===== src/rtl/onehot_encoder_reg_if.sv =====
// Handshake and error-reporting bundle for onehot_encoder_reg.
// slave = encoder side, master = producer/consumer side.
interface onehot_encoder_reg_if #(
    parameter int OH_W      = 5,
    parameter int BIN_W     = 3,
    parameter int ERR_CNT_W = 8
);
    logic [OH_W-1:0]      onehot_in;
    logic                 in_valid;
    logic                 in_ready;
    logic [BIN_W-1:0]     bin_out;
    logic                 out_valid;
    logic                 out_ready;
    logic                 out_err;
    logic                 err_clr;
    logic                 err_sticky;
    logic [ERR_CNT_W-1:0] err_count;

    modport slave (
        input  onehot_in, in_valid, out_ready, err_clr,
        output in_ready, bin_out, out_valid, out_err, err_sticky, err_count
    );

    modport master (
        output onehot_in, in_valid, out_ready, err_clr,
        input  in_ready, bin_out, out_valid, out_err, err_sticky, err_count
    );
endinterface


===== src/rtl/onehot_encoder_reg.sv =====
// Registered one-hot to binary encoder with single-entry output register and illegal-word accounting.
// Define ONEHOT_PRIORITY_EN to encode multi-hot words to their lowest set bit instead of all-ones.
//
// state | meaning
// EMPTY | no result held, out_valid=0
// FULL  | result held on bin_out/out_err, out_valid=1
module onehot_encoder_reg #(
    parameter int OH_W      = 5,
    parameter int BIN_W     = 3,
    parameter int ERR_CNT_W = 8
) (
    input  logic                clk,
    input  logic                reset,
    onehot_encoder_reg_if.slave bus
);
    typedef enum logic {EMPTY, FULL} state_t;

    state_t               state_q;
    logic [BIN_W-1:0]     bin_q;
    logic                 err_q;
    logic                 sticky_q;
    logic [ERR_CNT_W-1:0] cnt_q;
    logic [ERR_CNT_W-1:0] cnt_d;
    logic                 sticky_d;

    logic                 in_ready;
    logic                 accept;
    logic [BIN_W-1:0]     enc_bin;
    logic                 enc_err;
    logic [BIN_W-1:0]     low_idx;
    logic                 seen;

    assign in_ready = (state_q == EMPTY) | bus.out_ready;
    assign accept   = bus.in_valid & in_ready;

    always_comb begin
        enc_bin = BIN_W'(OH_W);
        enc_err = 1'b0;
        low_idx = '0;
        seen    = 1'b0;
        for (int i = 0; i < OH_W; i++) begin
            if (bus.onehot_in[i]) begin
                if (seen) enc_err = 1'b1;
                else      low_idx = BIN_W'(i);
                seen = 1'b1;
            end
        end
        if (enc_err) begin
`ifdef ONEHOT_PRIORITY_EN
            enc_bin = low_idx;
`else
            enc_bin = '1;
`endif
        end else if (seen) begin
            enc_bin = low_idx;
        end
    end

    // A new illegal word in the same cycle as err_clr restarts the count at one.
    always_comb begin
        cnt_d    = cnt_q;
        sticky_d = sticky_q;
        if (accept && enc_err) begin
            sticky_d = 1'b1;
            if (bus.err_clr)      cnt_d = ERR_CNT_W'(1);
            else if (cnt_q != '1) cnt_d = cnt_q + ERR_CNT_W'(1);
        end else if (bus.err_clr) begin
            cnt_d    = '0;
            sticky_d = 1'b0;
        end
    end

    always_ff @(posedge clk) begin
        if (reset) begin
            state_q  <= EMPTY;
            bin_q    <= '0;
            err_q    <= 1'b0;
            sticky_q <= 1'b0;
            cnt_q    <= '0;
        end else begin
            sticky_q <= sticky_d;
            cnt_q    <= cnt_d;
            case (state_q)
                EMPTY: begin
                    if (accept) begin
                        state_q <= FULL;
                        bin_q   <= enc_bin;
                        err_q   <= enc_err;
                    end
                end
                FULL: begin
                    if (accept) begin
                        bin_q <= enc_bin;
                        err_q <= enc_err;
                    end else if (bus.out_ready) begin
                        state_q <= EMPTY;
                    end
                end
                default: state_q <= EMPTY;
            endcase
        end
    end

    assign bus.in_ready   = in_ready;
    assign bus.out_valid  = (state_q == FULL);
    assign bus.bin_out    = bin_q;
    assign bus.out_err    = err_q;
    assign bus.err_sticky = sticky_q;
    assign bus.err_count  = cnt_q;
endmodule

===== src/flat_wrapper.sv =====
// flat-port wrapper written by rule: the top's interface ports become plain ports
module onehot_encoder_reg_flat 
#(
    parameter int OH_W      = 5,
    parameter int BIN_W     = 3,
    parameter int ERR_CNT_W = 8
)
  (clk, reset, bus_onehot_in, bus_in_valid, bus_out_ready, bus_err_clr, bus_in_ready, bus_bin_out, bus_out_valid, bus_out_err, bus_err_sticky, bus_err_count);
  onehot_encoder_reg_if #(.OH_W(OH_W), .BIN_W(BIN_W), .ERR_CNT_W(ERR_CNT_W)) bus_i ();
  input  logic clk;
  input  logic reset;
  input wire logic [$bits(bus_i.onehot_in)-1:0] bus_onehot_in;
  input wire logic [$bits(bus_i.in_valid)-1:0] bus_in_valid;
  input wire logic [$bits(bus_i.out_ready)-1:0] bus_out_ready;
  input wire logic [$bits(bus_i.err_clr)-1:0] bus_err_clr;
  output wire logic [$bits(bus_i.in_ready)-1:0] bus_in_ready;
  output wire logic [$bits(bus_i.bin_out)-1:0] bus_bin_out;
  output wire logic [$bits(bus_i.out_valid)-1:0] bus_out_valid;
  output wire logic [$bits(bus_i.out_err)-1:0] bus_out_err;
  output wire logic [$bits(bus_i.err_sticky)-1:0] bus_err_sticky;
  output wire logic [$bits(bus_i.err_count)-1:0] bus_err_count;
  assign bus_i.onehot_in = bus_onehot_in;
  assign bus_i.in_valid = bus_in_valid;
  assign bus_i.out_ready = bus_out_ready;
  assign bus_i.err_clr = bus_err_clr;
  assign bus_in_ready = bus_i.in_ready;
  assign bus_bin_out = bus_i.bin_out;
  assign bus_out_valid = bus_i.out_valid;
  assign bus_out_err = bus_i.out_err;
  assign bus_err_sticky = bus_i.err_sticky;
  assign bus_err_count = bus_i.err_count;
  onehot_encoder_reg #(.OH_W(OH_W), .BIN_W(BIN_W), .ERR_CNT_W(ERR_CNT_W)) u_core (.clk(clk), .reset(reset), .bus(bus_i));
endmodule

===== config.mk =====
export PLATFORM = sky130hd
export DESIGN_NAME = onehot_encoder_reg_flat
export DESIGN_NICKNAME = d
export VERILOG_FILES = /design/src/rtl/onehot_encoder_reg_if.sv /design/src/rtl/onehot_encoder_reg.sv /design/src/flat_wrapper.sv
export SDC_FILE = /design/constraint.sdc
export NUM_CORES = 1
export LEC_CHECK = 0
export CORE_MARGIN = 2
export CORE_UTILIZATION = 44
export CTS_CLUSTER_SIZE = 8
export DETAILED_ROUTE_END_ITERATION = 8
export PLACE_DENSITY = 0.74
export SETUP_SLACK_MARGIN = 0.05
export SYNTH_ARGS = -nofsm -noshare
export SYNTH_HDL_FRONTEND = slang
export SYNTH_SLANG_ARGS = --single-unit

===== constraint.sdc =====
create_clock -name clk -period 2.32 [get_ports clk]
set_clock_uncertainty 0.15 [all_clocks]
set_input_delay 0.232 -clock clk [delete_from_list [all_inputs] [get_ports clk]]
set_output_delay 0.232 -clock clk [all_outputs]
set_load 0.02 [all_outputs]

* After elaboration in Yosys (flattened, before gate mapping)
Cells that the tools add are included.
** Operators by class
- Add/sub/neg operators :: 1
- Equal/unequal tests :: 1
- Multiplexer cells :: 35
- Bitwise logic cells :: 3
- Reduce and logical (&&, ||, !) cells :: 4
** Operators by type and width (count)
- 8-bit two-way mux :: 4
- 3-bit two-way mux :: 10
- 1-bit two-way mux :: 20
- 8-bit by 1-bit adder with 8-bit output (second input constant) :: 1
- 8-bit inequality test (second input constant) :: 1
- 2-bit nonzero test :: 2
- 1-bit one-hot mux with 2 select lines :: 1
- 2-bit AND reduction :: 1
- 1-bit AND :: 1
- 1-bit logical AND :: 1
- 1-bit inverter :: 1
- 1-bit OR :: 1
** Storage, ports and cells
- Flip-flop bits (word level) :: 14
- Input bits :: 10
- Output and inout bits :: 15
- Word-level logic and storage cells :: 49

* Logic depth before layout (Yosys ltp)
- Word-level depth :: 12
- Depth in mapped cells :: 6
- Depth with buffers taken out :: 5

* Worst setup path after synthesis
OpenSTA, ideal clock, no wires.
- Path kind :: reg-to-reg
- From :: reg u_core.state_q, in the netlist u_core.bus.out_valid
- To :: reg u_core.cnt_q[7], in the netlist u_core.bus.err_count[7]
- Setup time :: 122 ps
- Arrival :: 1578 ps
- Data required time :: 2048 ps
- Slack :: 471 ps
- Cell stages (with the launch flop) :: 7
- Path buffers :: 2
- Period minus slack after synthesis :: 1849 ps
- Cell sequence :: dfxtp_1 nand2b_1 clkbuf_1 and3_4 buf_6 nand3_1 o311a_1
** On the way
- Word-level cells in the longest chain between the ends :: 6
- Elaborated cells on any way between the ends :: 7
- Those cells by class :: 1 x mux; 3 x bitwise; 3 x reduce/logical
** RTL lines
- start: declaration :: RTL line onehot_encoder_reg.sv:18 : state_t state_q;
- start signal: assignment :: RTL line onehot_encoder_reg.sv:75 : state_q <= EMPTY;
- start signal: assignment :: RTL line onehot_encoder_reg.sv:86 : state_q <= FULL;
- start signal: assignment :: RTL line onehot_encoder_reg.sv:96 : state_q <= EMPTY;
- 1-bit inverter (*) :: RTL line onehot_encoder_reg.sv:33 : assign in_ready = (state_q == EMPTY) | bus.out_ready;
- 1-bit OR (*) :: RTL line onehot_encoder_reg.sv:33
- named net bus_in_ready :: RTL line flat_wrapper.sv:16 : output wire logic [$bits(bus_i.in_ready)-1:0] bus_in_ready;
- 1-bit AND (*) :: RTL line onehot_encoder_reg.sv:34 : assign accept = bus.in_valid & in_ready;
- 1-bit logical AND (*) :: RTL line onehot_encoder_reg.sv:63 : if (accept && enc_err) begin
- 2-bit nonzero test (no line)
- 2-bit AND reduction (no line)
- end signal: assignment :: RTL line onehot_encoder_reg.sv:82 : cnt_q <= cnt_d;
- end: declaration :: RTL line onehot_encoder_reg.sv:22 : logic [ERR_CNT_W-1:0] cnt_q;
Mark *: on every way through the listed nets, which the timed path passes. The rest lies on a longest branch.
A chain may end at the register's enable or synchronous reset.

* Worst setup path in the final report
- From :: in bus_out_ready
- To :: out bus_in_ready
** On the way
- Word-level cells in the longest chain between the ends :: 1
** RTL lines
- start: declaration :: RTL line flat_wrapper.sv:14 : input wire logic [$bits(bus_i.out_ready)-1:0] bus_out_ready;
- 1-bit OR :: RTL line onehot_encoder_reg.sv:33
- end: declaration :: RTL line flat_wrapper.sv:16
Every way passes these cells.

==> impl_metrics.json <==
{
  "port_buffers": 24,
  "synth_warnings": 0,
  "rsz0062_at_grt": "false",
  "synth_mux_area_share_pct": 1.278,
  "reg2reg_to": "u_core.bus.err_count[1]$_SDFFE_PP0P_",
  "status": "finished clean",
  "cp_slowest_cell": "clkdlybuf4s50_1",
  "max_freq_mhz": 506.3,
  "wl_met1_um": 924,
  "yosys_register_bits": 14,
  "critPathKind": "in -> out",
  "vias_per_cell": 5.685,
  "r2r_slack_ns": 0.39,
  "synth_compound_area_share_pct": 25.88,
  "synth-seq-area-share_pct": 35.78,
  "h-tree-depth": 1,
  "synth_edf_count": 0,
  "hold_buffers": 0,
  "wl_met3_um": 77,
  "cp_cell_sequence": "clkdlybuf4s50_1 -> nand2b_1 -> clkdlybuf4s50_1",
  "synth_xor_area_share_pct": 2.236,
  "synth_top_area_cell": "dfxtp_1",
  "slew_viol_final": 0,
  "cp.arrival_ns": 1.59,
  "synth_cell_types": 37,
  "post_cts_resize_count": 0,
  "cp_top_family": "buffers and inverters",
  "ios": 25,
  "clk_latency_ns": 0.28,
  "period_share_pct": 85.13,
  "worst_setup_path_end_kind": "output pin",
  "die_width_um": 46.19,
  "areaGrowthSynthToFinish_pct": 35.62,
  "synthCells": 93,
  "min_period_ns": 1.975,
  "grt_first_pass_wirelength_um": 3339,
  "drc": 0,
  "cts_tree": "done",
  "grt_pass1_vias": 765,
  "route.vias.total": 813,
  "synthSimpleGateAreaFrac_pct": 28.43,
  "rows": 15,
  "synth_top_family_by_area": "simple AND/OR/NAND/NOR gates",
  "cp_max_fo": 8,
  "synthFlopType": "dfxtp_1",
  "max_slew.worst_pin.slew_ns": 0.5977,
  "dp_hpwl_um": 1409,
  "first_pass_iters": 4,
  "drv_cap": 0,
  "startpoint_type": "input port",
  "dieArea_um2": 2134,
  "ant_nets": 0,
  "root_buffer": "clkbuf_4",
  "relSlewSlack_pct": 59.85,
  "cts.clk_slew.worst_paths_ns": 0.08,
  "synth_area_um2": 783.3,
  "cp_num_buf_inv": 2,
  "fin_util_pct": 62.20,
  "synth_area_leaders": "dfxtp_1 (36%), nand2_1 (4.8%), o311a_1 (3.8%), nor2_1 (3.8%), a21oi_1 (3.2%)",
  "synth.most_common_cell": "dfxtp_1",
  "hold_path_class": "reg -> reg",
  "async_flop_share_pct": 0,
  "clock_path_buffers": 2,
  "synth_top_area_share_pct": 35.78,
  "cts.sinks": 14,
  "route.met2.wl_um": 904,
  "hold_violations": 0,
  "drt_iter0_drc": 23,
  "critical_path_depth": 3,
  "layout.nets": 131,
  "ir_drop_mv": 0.2454,
  "globalplace.congestion": 0.7725,
  "layout-drive-gt1-share_pct": 9.322,
  "power_density_nw_per_um2": 477.5,
  "num-fill-cells": 156,
  "grt_max_degree": 10,
  "cp-startpoint": "bus_out_ready",
  "die_h_um": 46.19,
  "post_cts_buffers": 0,
  "postSynthAreaPerCell_um2": 8.422,
  "wl_per_cell_um": 13.38,
  "grt.overflow.total": 0,
  "highest_layer": "met4",
  "regArea_um2": 280.3,
  "timing.critical_path.mode_cell": "clkdlybuf4s50_1",
  "antenna_found_initial": 0,
  "worstPathRequired_ns": 1.94,
  "ys_top_cells_by_count": "dfxtp_1 (14), nand2_1 (10), nor2_1 (8)",
  "synthesis.nets": 104,
  "fin_setup_tns_ns": 0,
  "slowest_delay_ns": 0.66,
  "multi_input_area_um2": 465.4,
  "synth_adder_area_share_pct": 1.597,
  "finalWirelength_um": 1914,
  "core_um2": 1708,
  "reg2reg_depth": 5,
  "start_util_pct": 45.86,
  "setup_violations": 0,
  "crit_end": "bus_in_ready",
  "cts_made_buffers": 3,
  "power.leakage_nw": 0.3848,
  "reg2reg_from": "u_core.bus.err_count[0]$_SDFFE_PP0P_",
  "antennaDiodeCount": 0,
  "grt_util_all_layers_pct": 21.65
}
==> cell families (layout without fill, tap and decap cells) <==
group	count (synthesis)	in the layout
buf+inv	6	31
mux	1	1
simple gates	42	42
fa+ha+maj	1	1
compound gates	27	27
xor+xnor	2	2
flops	14	14
==> layout by cell type, fill, tap and decap left out, types with 2 or more instances in the layout <==
| master | instances |
|---|---|
| nor3_1 | 4 |
| and3_1 | 2 |
| nand2_1 | 10 |
| nand4_1 | 2 |
| a31o_1 | 2 |
| nor2_1 | 8 |
| xor2_1 | 2 |
| nand2b_1 | 2 |
| nand3_1 | 4 |
| inv_1 | 2 |
| clkbuf_4 | 3 |
| clkdlybuf4s50_1 | 24 |
| dfxtp_1 | 14 |
| a2111oi_0 | 2 |
| nor4_1 | 2 |
| a21oi_1 | 5 |
| a31oi_1 | 2 |
| buf_4 | 2 |
| o311a_1 | 3 |
| o21ai_0 | 5 |
==> flip-flops by register name (all words and copies together), names as in the netlist <==
name                   cells
u_core.bus.err_count       8
u_core.bus.out_valid       1
u_core.bus.out_err         1
u_core.bus.err_sticky      1
u_core.bus.bin_out         3
==> how the worst min path moves through the flow <==
| stage | endpoint | start | depth (start not counted) | slack [ns] |
|---|---|---|---|---|
| 2_1_floorplan | u_core.bus.out_valid$_SDFF_PP0_ | bus_in_valid | 2 | 0.21 |
| 3_3_place_gp | u_core.bus.out_err$_SDFFE_PP0P_ | u_core.bus.out_err$_SDFFE_PP0P_ | 2 | 0.30 |
| 3_5_place_dp | u_core.bus.out_err$_SDFFE_PP0P_ | u_core.bus.out_err$_SDFFE_PP0P_ | 2 | 0.30 |
| 4_1_cts | u_core.bus.out_err$_SDFFE_PP0P_ | u_core.bus.out_err$_SDFFE_PP0P_ | 2 | 0.32 |
| 5_1_grt | u_core.bus.err_sticky$_SDFFE_PP0P_ | u_core.bus.err_sticky$_SDFFE_PP0P_ | 2 | 0.35 |
| 6_report | u_core.bus.out_err$_SDFFE_PP0P_ | u_core.bus.out_err$_SDFFE_PP0P_ | 2 | 0.32 |
==> tightest hold or removal path: stages (launching register included) <==
cell,delay [ns]
dfxtp_1,0.32
nand2_1,0.05
a21oi_1,0.05
==> power by group <==
part	switching [mW]	internal [mW]	leakage, nW
combinational	0.0570	0.0522	0.256
sequential	0.00598	0.250	0.115
clock	0.0813	0.0603	0.0138
==> stage by stage <==
stage                     std cells  power [mW]  setup WS (ns)  hold slack [ns]  cell area (um^2)
after global routing            143      0.5316         0.1583           0.3501              1062
after CTS                       143      0.5139         0.3448           0.3170              1062
final                           143      0.5072         0.3449           0.3169              1062
after global placement          140      0.3682         0.1736           0.2968              1040
after floorplan                  93      0.3210         0.4706           0.2115             783.3
after detailed placement        140      0.3699         0.1457           0.3006              1040
==> cell type report <==
cell class                 instances  area share, %
inverter                           2         0.7067
sequential                        14          26.38
tap                               25          2.945
multi-input combinational         73          43.82
clock buffer                       3          2.120
timing repair buffer              26          24.03
==> layer usage <==
layer  global-route usage [%]  up-vias
met1                    29.62      382
met2                    33.33       19
li1                         -      410
met5                        0        -
met4                    8.571        0
met3                    3.922        2
Note: power is estimated with default switching activity, not from simulation.
